==> src/rtl/fsk_pkg.sv <==
// Shared definitions for the FSK transmit path: FSM states, frame constants
// and the counter-width helper used to size the bit and carrier counters.
package fsk_pkg;

  typedef enum logic [1:0] {
    IDLE  = 2'd0,
    START = 2'd1,
    DATA  = 2'd2,
    STOP  = 2'd3
  } state_t;

  localparam logic START_BIT  = 1'b0;
  localparam logic STOP_BIT   = 1'b1;
  localparam int   DATA_BITS  = 8;
  localparam int   FRAME_BITS = 10;

  // Width of a counter that must hold 0..max_val-1, never narrower than 1 bit.
  function automatic int cnt_width(input int max_val);
    return (max_val < 2) ? 1 : $clog2(max_val);
  endfunction

endpackage

==> src/rtl/fsk_carrier_gen.sv <==
// Square-wave carrier generator. The half-period is chosen per bit
// (mark or space). A phase reset restarts the half-period count without
// moving the output level, so keying between tones is phase-continuous.
module fsk_carrier_gen
  import fsk_pkg::*;
#(
  parameter int HALF_MARK  = 5,
  parameter int HALF_SPACE = 10
) (
  input  logic clk,
  input  logic rst,
  input  logic enable,
  input  logic sel_mark,
  input  logic phase_reset,
  output logic carrier
);

  localparam int HALF_MAX = (HALF_MARK > HALF_SPACE) ? HALF_MARK : HALF_SPACE;
  localparam int CW       = cnt_width(HALF_MAX);

  logic [CW-1:0] car_cnt_reg;
  logic          level_reg;
  logic [CW-1:0] half_last;

  assign half_last = sel_mark ? CW'(HALF_MARK - 1) : CW'(HALF_SPACE - 1);

  // Half-period counter and toggle flop; the bit boundary beats a pending toggle.
  always_ff @(posedge clk or negedge rst) begin
    if (!rst) begin
      car_cnt_reg <= '0;
      level_reg   <= 1'b0;
    end else if (!enable) begin
      car_cnt_reg <= '0;
      level_reg   <= 1'b0;
    end else if (phase_reset) begin
      car_cnt_reg <= '0;
    end else if (car_cnt_reg == half_last) begin
      car_cnt_reg <= '0;
      level_reg   <= ~level_reg;
    end else begin
      car_cnt_reg <= car_cnt_reg + 1'b1;
    end
  end

  // Gating with enable forces the output low on the very first idle cycle.
  assign carrier = level_reg & enable;

endmodule

==> src/rtl/fsk_tx_sequencer.sv <==
// FSK frame sequencer: accepts a byte on a valid/ready handshake and sends
// it as start bit, 8 data bits LSB first, stop bit, each BIT_CYCLES long,
// keying the carrier generator between mark and space tones.
module fsk_tx_sequencer
  import fsk_pkg::*;
#(
  parameter int BIT_CYCLES = 100,
  parameter int HALF_SPACE = 10,
  parameter int HALF_MARK  = 5
) (
  input  logic       clk,
  input  logic       rst,
  input  logic [7:0] tx_data,
  input  logic       tx_valid,
  output logic       tx_ready,
  output logic       fsk_out,
  output logic       busy,
  output logic       bit_tick,
  output logic       cur_bit,
  output logic       frame_done
);

  localparam int            BW       = cnt_width(BIT_CYCLES);
  localparam int            IW       = cnt_width(DATA_BITS);
  localparam logic [BW-1:0] BIT_LAST = BW'(BIT_CYCLES - 1);
  localparam logic [IW-1:0] IDX_LAST = IW'(DATA_BITS - 1);

  state_t                 state_reg, state_next;
  logic [BW-1:0]          bit_cnt_reg, bit_cnt_next;
  logic [IW-1:0]          bit_idx_reg, bit_idx_next;
  logic [DATA_BITS-1:0]   data_sr_reg, data_sr_next;
  logic                   tick;
  logic                   line_bit;

  // State, bit timing and shift register; everything clears on reset.
  always_ff @(posedge clk or negedge rst) begin
    if (!rst) begin
      state_reg   <= IDLE;
      bit_cnt_reg <= '0;
      bit_idx_reg <= '0;
      data_sr_reg <= '0;
    end else begin
      state_reg   <= state_next;
      bit_cnt_reg <= bit_cnt_next;
      bit_idx_reg <= bit_idx_next;
      data_sr_reg <= data_sr_next;
    end
  end

  // Next-state logic plus the per-bit outputs derived from the current state.
  always_comb begin
    state_next   = state_reg;
    bit_cnt_next = bit_cnt_reg;
    bit_idx_next = bit_idx_reg;
    data_sr_next = data_sr_reg;
    tick         = 1'b0;
    line_bit     = STOP_BIT;

    if (state_reg != IDLE) begin
      tick         = (bit_cnt_reg == BIT_LAST);
      bit_cnt_next = tick ? '0 : bit_cnt_reg + 1'b1;
    end

    case (state_reg)
      IDLE: begin
        if (tx_valid) begin
          data_sr_next = tx_data;
          bit_cnt_next = '0;
          bit_idx_next = '0;
          state_next   = START;
        end
      end
      START: begin
        line_bit = START_BIT;
        if (tick) begin
          bit_idx_next = '0;
          state_next   = DATA;
        end
      end
      DATA: begin
        line_bit = data_sr_reg[0];
        if (tick) begin
          data_sr_next = {1'b0, data_sr_reg[DATA_BITS-1:1]};
          if (bit_idx_reg == IDX_LAST) begin
            state_next = STOP;
          end else begin
            bit_idx_next = bit_idx_reg + 1'b1;
          end
        end
      end
      STOP: begin
        line_bit = STOP_BIT;
        if (tick) begin
          state_next = IDLE;
        end
      end
      default: begin
        state_next = IDLE;
      end
    endcase
  end

  assign tx_ready   = (state_reg == IDLE);
  assign busy       = (state_reg != IDLE);
  assign bit_tick   = tick;
  assign cur_bit    = line_bit;
  assign frame_done = (state_reg == STOP) && tick;

  fsk_carrier_gen #(
    .HALF_MARK  (HALF_MARK),
    .HALF_SPACE (HALF_SPACE)
  ) u_carrier (
    .clk         (clk),
    .rst         (rst),
    .enable      (busy),
    .sel_mark    (line_bit),
    .phase_reset (tick),
    .carrier     (fsk_out)
  );

endmodule

==> config.mk <==
export PLATFORM = sky130hd
export DESIGN_NAME = fsk_tx_sequencer
export DESIGN_NICKNAME = d
export VERILOG_FILES = /design/src/rtl/fsk_pkg.sv /design/src/rtl/fsk_carrier_gen.sv /design/src/rtl/fsk_tx_sequencer.sv
export SDC_FILE = /design/constraint.sdc
export NUM_CORES = 1
export LEC_CHECK = 0
export BUFFER_PORTS_ARGS = -buffer_cell sky130_fd_sc_hd__buf_2
export CAP_MARGIN = 5
export CORE_MARGIN = 2
export CORE_UTILIZATION = 55
export DETAILED_ROUTE_END_ITERATION = 10
export MAX_ROUTING_LAYER = met4
export PLACE_DENSITY = 0.78
export SLEW_MARGIN = 20
export SYNTH_ARGS = -nofsm -noshare
export SYNTH_HDL_FRONTEND = slang
export SYNTH_HIERARCHICAL = 1
export SYNTH_SLANG_ARGS = --single-unit
export TNS_END_PERCENT = 100
==> constraint.sdc <==
create_clock -name clk -period 2.7 [get_ports clk]
set_input_delay 0.27 -clock clk [delete_from_list [all_inputs] [get_ports clk]]
set_output_delay 0.27 -clock clk [all_outputs]
set_load 0.005 [all_outputs]
==> summary.txt <==
Place
  – Placed Cells: 200
  – GP Congestion: roughly 0.76
  – Port bufs: 16
  – Cell Area, Placed: 0.00161 mm²
  – Detailed placement HPWL: 2260 µm
  – Worst slack, placed: 0.441 ns

Critical path
  – Crit-path max FO: 4
  – Setup crit end kind: register
  – Worst reg2reg path depth: 7
  – CP Cell Sequence: inv_1, ha_1, or2_2, nand2_1, or4bb_1, a211oi_1, mux2_2
  – CP arrival: 2.51 ns
  – Reg2reg setup slack: 0.42 ns
  – Worst setup SP type: register
  – Slowest CP cell: dfrtp_1
  – Reg2reg end: u_carrier/level_reg$_DFFE_PN0P_
  – Worst Path Required: between 2 and 3 ns
  – Crit Path Class: register to register
  – Critical path startpoint: state_reg[0]$_DFFE_PN0P_
  – Worst path max stage delay: approximately 0.43 ns
  – Reg-to-Reg Start: state_reg[0]$_DFFE_PN0P_

GRT
  – Largest net degree at the start of global routing: 26
  – Vias in the first global route: 1243
  – Gr usage total: 21.6%
  – First-pass GRT wire length: 5290 µm
  – Total gr overflow: 0
  – Initial antenna violation count: 0

Finish
  – Final net count: 195
  – Fillers: 217
  – Most common cell after layout, fill and taps aside: dfrtp_1
  – Share of layout cells above drive strength 1: about a fifth
  – Most frequent cells in the layout: 25 x dfrtp_1, 16 x buf_2, 13 x nand2_1, 13 x nor2_1, 9 x mux2i_1
  – Area grow syn2layout: 9.45%
  – ANT cells: 0
  – Max reg flops: 8
  – Post-route design area: 0.00165 mm²
  – Non-Filler Instances: 205

Hold path
  – Worst Hold Launch: tx_valid
  – Cell depth of the worst hold path: 2
  – Hold Path Class: input port to register
  – Hold path endpoint: bit_cnt_reg[1]$_DFF_PN0_

Clock tree
  – Clock sinks: 25
  – CTS Buf Count: 3
  – Post CTS Setup Buffer Count: 0
  – Clk buf depth: 2
  – CTS tree: built
  – Clock-pin slew on the worst setup and hold paths: 0.14 ns
  – H-tree depth: 1
  – Later-pin clock latency in the skew report: approximately 0.32 ns
  – Clock Root Buffer: clkbuf_4
  – Post-cts resize count: 0

Power
  – Sw Share: 43.0%
  – Clock power frac: 9.5%
  – Sequential power share: about two fifths
  – LEAKAGE: about 0.79 nW
  – Switching pwr: between 0.7 and 0.8 mW
  – Power Total: 1.79 mW
  – Max rail drop VDD: 0.640 mV
  – Internal power: 1.02 mW
  – Combinational Power Share: 52.1%
  – Pwr Density: 1090 mW/mm²

Logic synthesis
  – Synth async-reset ratio: 100%
  – Synthesized flop and latch total: 25
  – Netlist cell types: 42
  – Warnings from Yosys: 6
  – Syn Area/Cell: 9.55 µm²
  – Mapped Nets: 177
  – Mapped cell area: 0.00151 mm²
  – Synth Instances: 158
  – Sequential fraction of the synthesis area: 41.5%
  – Main synth FF type: dfrtp_1
  – Post-synth EDFFs: 0

STA
  – Final slew viol count: 0
  – Min cycle time layout: 2.28 ns
  – Slack of the critical path: 0.421 ns
  – Clk_skew: 0.00319 ns
  – Worst-Margin Slew: 0.552 ns
  – Tcrit/Tclk final: 84.4%
  – Setup_tns: 0 ns
  – Fin. Hold Viols: 0
  – Max-slew headroom: 63.2%
  – Final setup viols: 0
  – RSZ-0062 raised after global routing: false
  – FMAX: 0.439 GHz

Drt
  – Via/cell ratio: 6.00
  – Final ANT Viol Nets: 0
  – Routed WL: 3010 µm
  – First-pass DRT Iterations: 4
  – Drc violations: 0
  – DRT iter0 DRCs: 35
  – Per-cell routed wire length: 14.7 µm
  – Via count: 1230

Die
  – Die height: 56.4 µm
  – Die width: around 56 µm
  – I/O pins: 17
  – Num rows: 18
  – Starting density of the core: 59.3%
  – Core area: 0.00254 mm²
  – Area of the die: about 0.0032 mm²

Job
  – Max Cap Violations: 0

Outcome
  – Status: finished, final reports clean
==> Yosys cell counts, types with 2 or more instances <==
cell type | n | area (µm²)
inv_1 | 8 | 30.0
ha_1 | 8 | 100
mux2_2 | 2 | 22.5
nand2_1 | 13 | 48.8
or4bb_1 | 2 | 22.5
a21oi_1 | 5 | 25.0
buf_2 | 4 | 20.0
o22ai_1 | 8 | 50.1
or3_2 | 2 | 15.0
nor2_1 | 13 | 48.8
mux2i_1 | 9 | 90.1
dfrtp_1 | 25 | 626
xnor2_1 | 4 | 35.0
nand3_1 | 4 | 20.0
xor2_1 | 3 | 26.3
a221oi_1 | 7 | 61.3
o21ai_0 | 3 | 15.0
or2_2 | 8 | 50.1
nor3_1 | 7 | 35.0
==> worst max-delay path by stage <==
stage                                      endpoint  slack [ns]  cells past startpoint
floorplan           u_carrier/level_reg$_DFFE_PN0P_        0.35                      9
global placement    u_carrier/level_reg$_DFFE_PN0P_        0.51                      7
detailed placement  u_carrier/level_reg$_DFFE_PN0P_        0.44                      7
CTS                 u_carrier/level_reg$_DFFE_PN0P_        0.43                      7
global route                               bit_tick        0.27                      6
finish              u_carrier/level_reg$_DFFE_PN0P_        0.42                      7
==> cells by family (layout without fill, tap and decap cells) <==
group                    count (synthesis)  in the layout  share of synthesized area (%)
AO/OA/AOI/OAI                           32             32                           14.9
XOR/XNOR                                 7              7                           4.06
adder cells (fa/ha/maj)                  8              8                           6.63
buffers and inverters                   15             32                           4.06
flip-flops                              25             25                           41.5
multiplexers                            11             11                           7.46
AND/OR/NAND/NOR                         60             60                           21.4
==> through the flow <==
step                      utilization (%)  hold slack [ns]
after floorplan                         -          -0.0256
after global placement               63.4            0.288
after detailed placement             63.4            0.295
after CTS                            64.9            0.207
after global routing                 64.9            0.209
final                                64.9            0.209
==> power groups by stage <==
stage	Clock, mW	Sequential, mW	Combinational (mW)
3_3_place_gp	0	0.678	0.894
5_1_grt	0.194	0.719	1.05
3_5_place_dp	0	0.695	0.937
6_report	0.171	0.687	0.935
4_1_cts	0.173	0.687	0.940
2_1_floorplan	0	0.652	0.748
==> layout make-up <==
| type | count | area, µm² | share of cell area (%) |
|---|---|---|---|
| Multi-Input combinational cell | 118 | 822 | 49.8 |
| Clock inverter | 1 | 5.00 | 0.303 |
| Tap cell | 30 | 37.5 | 2.27 |
| Sequential cell | 25 | 626 | 37.9 |
| Clock buffer | 3 | 22.5 | 1.36 |
| Timing Repair Buffer | 19 | 105 | 6.36 |
| Inverter | 9 | 33.8 | 2.05 |
==> worst max-delay path, delay by kind of cell (launching register included) <==
family | cells | cell delay [ns]
buffers and inverters | 1 | 0.08
flip-flops | 1 | 0.43
multiplexers | 1 | 0.36
AND/OR/NAND/NOR | 3 | 0.85
AO/OA/AOI/OAI | 1 | 0.23
adder cells (fa/ha/maj) | 1 | 0.24
==> what timing repair did <==
action	in CTS	in global routing
hold buffers	1	0
hold endpoints to repair	25	0
endpoints found under the setup margin	0	0
==> routing by layer <==
metal,global-route usage (%),up-vias,wire length [µm]
met4,10.5,0,55
met1,25.6,584,1300
met2,36.1,33,1530
met3,2.76,8,123
met5,-,-,0
li1,-,605,-
(Power assumes the default switching activity.)
